$ cat src/rtl/trigger_sched_if.sv
// rtl/trigger_sched_if.sv - control, line and status bundle for trigger_sched
//
// Purpose: groups every trigger_sched signal except clk/reset.
// master: drives the configuration, line and request inputs, observes the status outputs.
// slave : the trigger_sched side.
//   i_stream_enable, i_acquisition_start, i_trigger_mode : enable terms (en = AND of all three)
//   iv_trigger_source    : 0 software, 1 line0, 2 line1, 3 none
//   i_trigger_activation : 0 rising edge / high level, 1 falling edge / low level
//   i_line0, i_line1     : asynchronous trigger lines
//   i_soft_trigger       : single-cycle software request
//   iv_filter_width      : glitch filter length in clk cycles (0 = off)
//   iv_trigger_delay     : trigger delay in us
//   i_miss_cnt_clr       : synchronous clear of the miss counter
//   o_trigger            : single-cycle trigger pulse
//   o_busy               : a trigger is in flight
//   ov_trigger_miss_cnt  : saturating count of dropped requests
interface trigger_sched_if;
    logic        i_stream_enable;
    logic        i_acquisition_start;
    logic        i_trigger_mode;
    logic [1:0]  iv_trigger_source;
    logic        i_trigger_activation;
    logic        i_line0;
    logic        i_line1;
    logic        i_soft_trigger;
    logic [15:0] iv_filter_width;
    logic [31:0] iv_trigger_delay;
    logic        i_miss_cnt_clr;
    logic        o_trigger;
    logic        o_busy;
    logic [15:0] ov_trigger_miss_cnt;

    modport master (
        output i_stream_enable, i_acquisition_start, i_trigger_mode, iv_trigger_source,
               i_trigger_activation, i_line0, i_line1, i_soft_trigger, iv_filter_width,
               iv_trigger_delay, i_miss_cnt_clr,
        input  o_trigger, o_busy, ov_trigger_miss_cnt
    );

    modport slave (
        input  i_stream_enable, i_acquisition_start, i_trigger_mode, iv_trigger_source,
               i_trigger_activation, i_line0, i_line1, i_soft_trigger, iv_filter_width,
               iv_trigger_delay, i_miss_cnt_clr,
        output o_trigger, o_busy, ov_trigger_miss_cnt
    );
endinterface

$ cat src/rtl/trigger_sched.sv
// rtl/trigger_sched.sv - trigger source select, edge detect, glitch filter, delay and fire
//
// Purpose: picks one trigger source, detects the active edge, filters line glitches, waits the
// programmed delay in microseconds and emits one o_trigger pulse. Requests arriving while a
// trigger is in flight are dropped and counted in a saturating miss counter.
// Ports:
//   clk    : pixel clock
//   reset  : asynchronous, active-high
//   bus    : trigger_sched_if.slave (configuration, lines, requests, status)
module trigger_sched #(
    parameter int PIX_CLK_FREQ_KHZ = 55000
) (
    input logic           clk,
    input logic           reset,
    trigger_sched_if.slave bus
);
    localparam int CNT_1US = PIX_CLK_FREQ_KHZ / 1000;
    localparam int PW      = (CNT_1US > 1) ? $clog2(CNT_1US) : 1;
    localparam logic [PW-1:0] PRE_LAST = PW'(CNT_1US - 1);

    typedef enum logic [1:0] {IDLE, FILTER, DELAY, FIRE} state_t;

    state_t        r_state;
    logic [1:0]    r_meta;       // first synchronizer stage, {line1, line0}
    logic [1:0]    r_sync;       // synchronized line levels
    logic [1:0]    r_hist;       // previous synchronized levels for edge detection
    logic          r_line_sel;   // latched line: 0 = line0, 1 = line1
    logic          r_act;        // latched activation
    logic [15:0]   r_filt;       // latched filter width
    logic [31:0]   r_delay;      // latched delay in us
    logic [15:0]   r_filt_cnt;
    logic [PW-1:0] r_pre;
    logic [31:0]   r_dly_cnt;
    logic          r_trigger;
    logic          r_busy;
    logic [15:0]   r_miss_cnt;

    logic       w_en;
    logic [1:0] w_edge;
    logic       w_req_sw;
    logic       w_req_line;
    logic       w_req;
    logic       w_line_active;

    assign w_en = bus.i_stream_enable & bus.i_acquisition_start & bus.i_trigger_mode;

    // Edge toward the currently configured active level on each line.
    assign w_edge = bus.i_trigger_activation ? (~r_sync & r_hist) : (r_sync & ~r_hist);

    assign w_req_sw   = bus.i_soft_trigger & (bus.iv_trigger_source == 2'd0);
    assign w_req_line = ((bus.iv_trigger_source == 2'd1) & w_edge[0]) |
                        ((bus.iv_trigger_source == 2'd2) & w_edge[1]);
    assign w_req      = w_req_sw | w_req_line;

    // Latched line is at its latched active level (high when r_act=0, low when r_act=1).
    assign w_line_active = r_sync[r_line_sel] ^ r_act;

    always_ff @(posedge clk or posedge reset) begin
        if (reset) begin
            r_state    <= IDLE;
            r_meta     <= '0;
            r_sync     <= '0;
            r_hist     <= '0;
            r_line_sel <= 1'b0;
            r_act      <= 1'b0;
            r_filt     <= '0;
            r_delay    <= '0;
            r_filt_cnt <= '0;
            r_pre      <= '0;
            r_dly_cnt  <= '0;
            r_trigger  <= 1'b0;
            r_busy     <= 1'b0;
            r_miss_cnt <= '0;
        end else begin
            r_meta    <= {bus.i_line1, bus.i_line0};
            r_sync    <= r_meta;
            r_hist    <= r_sync;
            r_trigger <= 1'b0;

            // Clear has priority over a same-cycle miss.
            if (bus.i_miss_cnt_clr) begin
                r_miss_cnt <= '0;
            end else if (w_en && (r_state != IDLE) && w_req && (r_miss_cnt != 16'hFFFF)) begin
                r_miss_cnt <= r_miss_cnt + 16'd1;
            end

            // Outputs are registered alongside the state so they track the state being entered.
            if (!w_en) begin
                r_state <= IDLE;
                r_busy  <= 1'b0;
            end else begin
                case (r_state)
                    IDLE: begin
                        if (w_req) begin
                            r_line_sel <= (bus.iv_trigger_source == 2'd2);
                            r_act      <= bus.i_trigger_activation;
                            r_filt     <= bus.iv_filter_width;
                            r_delay    <= bus.iv_trigger_delay;
                            r_busy     <= 1'b1;
                            if (w_req_sw || (bus.iv_filter_width == 16'd0)) begin
                                r_state   <= DELAY;
                                r_pre     <= '0;
                                r_dly_cnt <= '0;
                            end else begin
                                r_state    <= FILTER;
                                r_filt_cnt <= '0;
                            end
                        end
                    end
                    FILTER: begin
                        if (!w_line_active) begin
                            r_state <= IDLE;
                            r_busy  <= 1'b0;
                        end else if (r_filt_cnt == r_filt - 16'd1) begin
                            r_state   <= DELAY;
                            r_pre     <= '0;
                            r_dly_cnt <= '0;
                        end else begin
                            r_filt_cnt <= r_filt_cnt + 16'd1;
                        end
                    end
                    DELAY: begin
                        if (r_dly_cnt >= r_delay) begin
                            r_state   <= FIRE;
                            r_trigger <= 1'b1;
                        end else if (r_pre == PRE_LAST) begin
                            r_pre     <= '0;
                            r_dly_cnt <= r_dly_cnt + 32'd1;
                        end else begin
                            r_pre <= r_pre + PW'(1);
                        end
                    end
                    FIRE: begin
                        r_state <= IDLE;
                        r_busy  <= 1'b0;
                    end
                    default: begin
                        r_state <= IDLE;
                        r_busy  <= 1'b0;
                    end
                endcase
            end
        end
    end

    assign bus.o_trigger           = r_trigger;
    assign bus.o_busy              = r_busy;
    assign bus.ov_trigger_miss_cnt = r_miss_cnt;
endmodule

$ cat src/flat_wrapper.sv
// flat-port wrapper written by rule: the top's interface ports become plain ports
module trigger_sched_flat 
#(
    parameter int PIX_CLK_FREQ_KHZ = 55000
)
  (clk, reset, bus_i_stream_enable, bus_i_acquisition_start, bus_i_trigger_mode, bus_iv_trigger_source, bus_i_trigger_activation, bus_i_line0, bus_i_line1, bus_i_soft_trigger, bus_iv_filter_width, bus_iv_trigger_delay, bus_i_miss_cnt_clr, bus_o_trigger, bus_o_busy, bus_ov_trigger_miss_cnt);
  trigger_sched_if bus_i ();
  input logic clk;
  input logic reset;
  input wire logic [$bits(bus_i.i_stream_enable)-1:0] bus_i_stream_enable;
  input wire logic [$bits(bus_i.i_acquisition_start)-1:0] bus_i_acquisition_start;
  input wire logic [$bits(bus_i.i_trigger_mode)-1:0] bus_i_trigger_mode;
  input wire logic [$bits(bus_i.iv_trigger_source)-1:0] bus_iv_trigger_source;
  input wire logic [$bits(bus_i.i_trigger_activation)-1:0] bus_i_trigger_activation;
  input wire logic [$bits(bus_i.i_line0)-1:0] bus_i_line0;
  input wire logic [$bits(bus_i.i_line1)-1:0] bus_i_line1;
  input wire logic [$bits(bus_i.i_soft_trigger)-1:0] bus_i_soft_trigger;
  input wire logic [$bits(bus_i.iv_filter_width)-1:0] bus_iv_filter_width;
  input wire logic [$bits(bus_i.iv_trigger_delay)-1:0] bus_iv_trigger_delay;
  input wire logic [$bits(bus_i.i_miss_cnt_clr)-1:0] bus_i_miss_cnt_clr;
  output wire logic [$bits(bus_i.o_trigger)-1:0] bus_o_trigger;
  output wire logic [$bits(bus_i.o_busy)-1:0] bus_o_busy;
  output wire logic [$bits(bus_i.ov_trigger_miss_cnt)-1:0] bus_ov_trigger_miss_cnt;
  assign bus_i.i_stream_enable = bus_i_stream_enable;
  assign bus_i.i_acquisition_start = bus_i_acquisition_start;
  assign bus_i.i_trigger_mode = bus_i_trigger_mode;
  assign bus_i.iv_trigger_source = bus_iv_trigger_source;
  assign bus_i.i_trigger_activation = bus_i_trigger_activation;
  assign bus_i.i_line0 = bus_i_line0;
  assign bus_i.i_line1 = bus_i_line1;
  assign bus_i.i_soft_trigger = bus_i_soft_trigger;
  assign bus_i.iv_filter_width = bus_iv_filter_width;
  assign bus_i.iv_trigger_delay = bus_iv_trigger_delay;
  assign bus_i.i_miss_cnt_clr = bus_i_miss_cnt_clr;
  assign bus_o_trigger = bus_i.o_trigger;
  assign bus_o_busy = bus_i.o_busy;
  assign bus_ov_trigger_miss_cnt = bus_i.ov_trigger_miss_cnt;
  trigger_sched #(.PIX_CLK_FREQ_KHZ(PIX_CLK_FREQ_KHZ)) u_core (.clk(clk), .reset(reset), .bus(bus_i));
endmodule
$ cat config.mk
export PLATFORM = sky130hd
export DESIGN_NAME = trigger_sched_flat
export DESIGN_NICKNAME = d
export VERILOG_FILES = /design/src/rtl/trigger_sched_if.sv /design/src/rtl/trigger_sched.sv /design/src/flat_wrapper.sv
export SDC_FILE = /design/constraint.sdc
export NUM_CORES = 1
export LEC_CHECK = 0
export CAP_MARGIN = 15
export CORE_MARGIN = 5
export CORE_UTILIZATION = 45
export CTS_BUF_LIST = sky130_fd_sc_hd__clkbuf_16
export CTS_CLUSTER_SIZE = 28
export DETAILED_ROUTE_END_ITERATION = 8
export HOLD_SLACK_MARGIN = 0.02
export PLACE_DENSITY = 0.71
export SYNTH_ARGS = -nofsm -noshare
export SYNTH_HDL_FRONTEND = slang
export SYNTH_SLANG_ARGS = --single-unit
export TNS_END_PERCENT = 30
$ cat constraint.sdc
create_clock -name clk -period 6.7 [get_ports clk]
set_input_delay 1.34 -clock clk [delete_from_list [all_inputs] [get_ports clk]]
set_output_delay 1.34 -clock clk [all_outputs]
set_load 0.02 [all_outputs]
==> impl_metrics.tcl <==
set metrics [dict create \
    outcome "finished, final reports clean" \
    fp.dieH_um 141 \
    crit_chain "inv_1 > ha_1 > or3b_1 > nor3_2 > xnor2_1 > a2111oi_0 > o21ai_1 > o31ai_4 > nand3_4 > or4_4 > a21oi_2" \
    grt_pass1_wl_mm 28.7 \
    min_path_cells 0 \
    ys_ff_latch 130 \
    postRouteAntennaNets 0 \
    fin_ws_ps 2490 \
    coreArea_mm2 0.0167 \
    pin_count 78 \
    grt_max_degree 60 \
    pre_cts_ws_ps 2210 \
    drv_slew 0 \
    io_buffer_count 77 \
    path_max_fanout 59 \
    synth_edf_count 0 \
    synth_xor_area_frac 0.0421 \
    yosys.area_share.simple 0.228 \
    peakVddDrop_uv 182 \
    antenna_found_initial 0 \
    stdcell_area_mm2 0.00919 \
    hold_start "u_core.r_meta[1]$_DFF_PP0_" \
    seqCellArea_mm2 0.00325 \
    drtIter0Drc 333 \
    overflow 0 \
    synth_fp_nets 919 \
    finalCriticalPeriod_ps 4210 \
    multi_input_area_mm2 0.00411 \
    yosys.area.top_type "dfrtp_1" \
    tns_ps 0 \
    gp_congestion 0.800 \
    ff2ff_setup_slack_ps 2490 \
    start_util 0.461 \
    cap_violations 0 \
    htree_levels 4 \
    area_growth_syn_to_layout_pct 19.4 \
    dr.max_layer_used "met4" \
    fin_cells 1116 \
    wl_met2_mm 8.16 \
    synthFlopType "dfrtp_1" \
    yosys_warnings 0 \
    worstSkewPairLatency_ps 410 \
    whs_endpoint "u_core.r_sync[1]$_DFF_PP0_" \
    hold_buffers 0 \
    post-route-drc-count 0 \
    reg2reg_to "u_core.r_dly_cnt[23]$_DFFE_PP0P_" \
    skew_ps 6.76 \
    synthCells 817 \
    postCtsSetupBuffers 0 \
    layout-drive-gt1-share 0.116 \
    worstRegToRegCells 11 \
    worstMarginPinSlew_ps 1000 \
    synth_compound_area_frac 0.114 \
    num_vias 6167 \
    cts_buffers 17 \
    synthArstFlopShare 1.00 \
    r2r-start "u_core.r_filt[0]$_DFFE_PP0P_" \
    final_nets 985 \
    rsz0062_at_grt "false" \
    cts_tree "done" \
    synth_top_family_by_area "simple AND/OR/NAND/NOR gates" \
    grt_usage 0.175 \
    fin_crit_sh 0.629 \
    setup_violations 0 \
    grt_pass1_vias 5884 \
    dp.cells 1084 \
    routed_wl_mm 16.6 \
    num_rows 47 \
    crit_path_max_incr_delay_ps 670 \
    p_per_area_mw_per_mm2 249 \
    clk_pin_slew_ps 60 \
    startpoint "u_core.r_filt[0]$_DFFE_PP0P_" \
    wire_per_inst_um 14.9 \
    start_kind "flip-flop" \
    postPlaceCellArea_mm2 0.00862 \
    viasPerCell 5.53 \
    clk_path_buf_depth 2 \
    die-width_um 141 \
    max_slew_margin 0.328 \
    required_ps 7030 \
    slowest_stage "or4_4" \
    met3RoutedLength_um 586 \
    syn_avg_cell_area_um2 9.42 \
    wl_met1_mm 7.69 \
    synthMuxAreaShare 0.0810 \
    ys_types 67 \
    final_cell_mix "dfrtp_1 (130), nand2_1 (82), clkdlybuf4s50_1 (77)" \
    drt_pass1_iterations 5 \
    crit_path_end_kind "flip-flop" \
    ys_seq_area_frac 0.423 \
    cts.sinks 130 \
    syn_area_mm2 0.00769 \
    min_path_type "flip-flop to flip-flop" \
    dpl.hpwl_mm 11.9 \
    fill_cells 1511 \
    hold_violations 0 \
    n_antenna_cell 0 \
    synthAdderAreaFrac 0.0683 \
    synth.area.top_cells "dfrtp_1 (42%), mux2_2 (7.3%), ha_1 (6.8%), nand2_1 (4.0%), o21ai_0 (3.2%)" \
    max_clock_freq_mhz 237 \
    leakage_nw 4.00 \
    cts_resized 0 \
    layout_commonest_cell "dfrtp_1" \
    synth_top_area_share 0.423 \
    clockRootBuffer "clkbuf_16" \
    arrival_ps 4540 \
    dieArea_mm2 0.0198 \
    path_class "flip-flop to flip-flop" \
]
-- sequential cells by signal (all words and copies together), names as in the netlist --
name and cells:
u_core.bus.o_busy 1, u_core.bus.o_trigger 1, u_core.bus.ov_trigger_miss_cnt 16, u_core.r_act 1, u_core.r_delay 32, u_core.r_dly_cnt 32, u_core.r_filt 16, u_core.r_filt_cnt 16
u_core.r_hist 2, u_core.r_line_sel 1, u_core.r_meta 2, u_core.r_pre 6, u_core.r_state 2, u_core.r_sync 2
-- cell usage after synthesis (3+ instances only) --
cell type / number
nand3_1: 32
or4_1: 11
and3_1: 27
xor2_1: 21
o31ai_1: 8
nand2b_1: 3
or3b_2: 4
or3_1: 26
o21ai_1: 4
a211oi_1: 5
mux2_2: 50
buf_1: 6
or4_4: 3
buf_2: 5
xnor2_1: 16
o211ai_1: 6
nor3_1: 13
nand4_1: 16
a21oi_1: 40
nor4_1: 10
inv_1: 48
o21ai_0: 49
nor2b_1: 5
and2_1: 6
buf_6: 3
nor2_1: 59
a31oi_1: 3
mux2i_1: 6
clkbuf_1: 20
nand3b_1: 5
ha_1: 42
dfrtp_1: 130
a22o_1: 5
nand2_1: 83
and4_1: 6
-- metal layers --
layer,vias up,track usage
li1,3061,-
met1,3010,0.237
met2,85,0.286
met3,11,0.0437
met4,0,0.0393
met5,-,0
-- stage by stage --
step / util / hold WS, ps / total power (W)
4_1_cts: 0.550 / 350 / 0.00232
3_5_place_dp: 0.516 / 337 / 0.00142
3_3_place_gp: 0.516 / 334 / 0.00141
5_1_grt: 0.550 / 359 / 0.00243
6_report: 0.550 / 347 / 0.00229
2_1_floorplan: - / 331 / 0.00130
-- how the worst max path moves through the flow --
stage	slack, ps	to
3_5_place_dp	2210	u_core.r_dly_cnt[23]$_DFFE_PP0P_
2_1_floorplan	1890	u_core.bus.o_busy$_DFFE_PP0P_
5_1_grt	2110	u_core.r_dly_cnt[23]$_DFFE_PP0P_
6_report	2490	u_core.r_dly_cnt[23]$_DFFE_PP0P_
4_1_cts	2440	u_core.r_dly_cnt[23]$_DFFE_PP0P_
3_3_place_gp	2130	u_core.r_dly_cnt[23]$_DFFE_PP0P_
-- worst max-delay path: cells and delay by family, from the launching register on --
kind,cells,cell delay [ps]
xor+xnor,1,80
buf+inv,1,90
fa+ha+maj,1,280
flops,1,440
simple gates,4,1870
compound gates,4,1380
-- cell families (layout without fill, tap and decap cells) --
family,count (synthesis),count (layout)
xor gates and xnor gates,37,37
DFF,130,130
buffers and inverters,82,161
muxes,56,56
adders and majority gates,42,42
AOI/OAI and AO/OA,143,143
and+or+nand+nor,327,327
-- cell type report --
cell class / instances / share of cell area
clock buffers: 17 / 0.0463
inverters: 48 / 0.0199
flip-flops and latches: 130 / 0.354
clock inverters: 15 / 0.0155
multi-input cells: 605 / 0.447
repair buffers: 81 / 0.0872
well taps: 220 / 0.0300
-- report_power, final --
group	leakage (nW)	total [W]	switching, W	internal [W]
combinational	2.03	0.000424	0.000208	0.000215
clock	0.272	0.000890	0.000347	0.000543
sequential	1.70	0.000978	0.0000947	0.000883
total	4.00	0.00229	0.000650	0.00164
(Power assumes the default switching activity.)
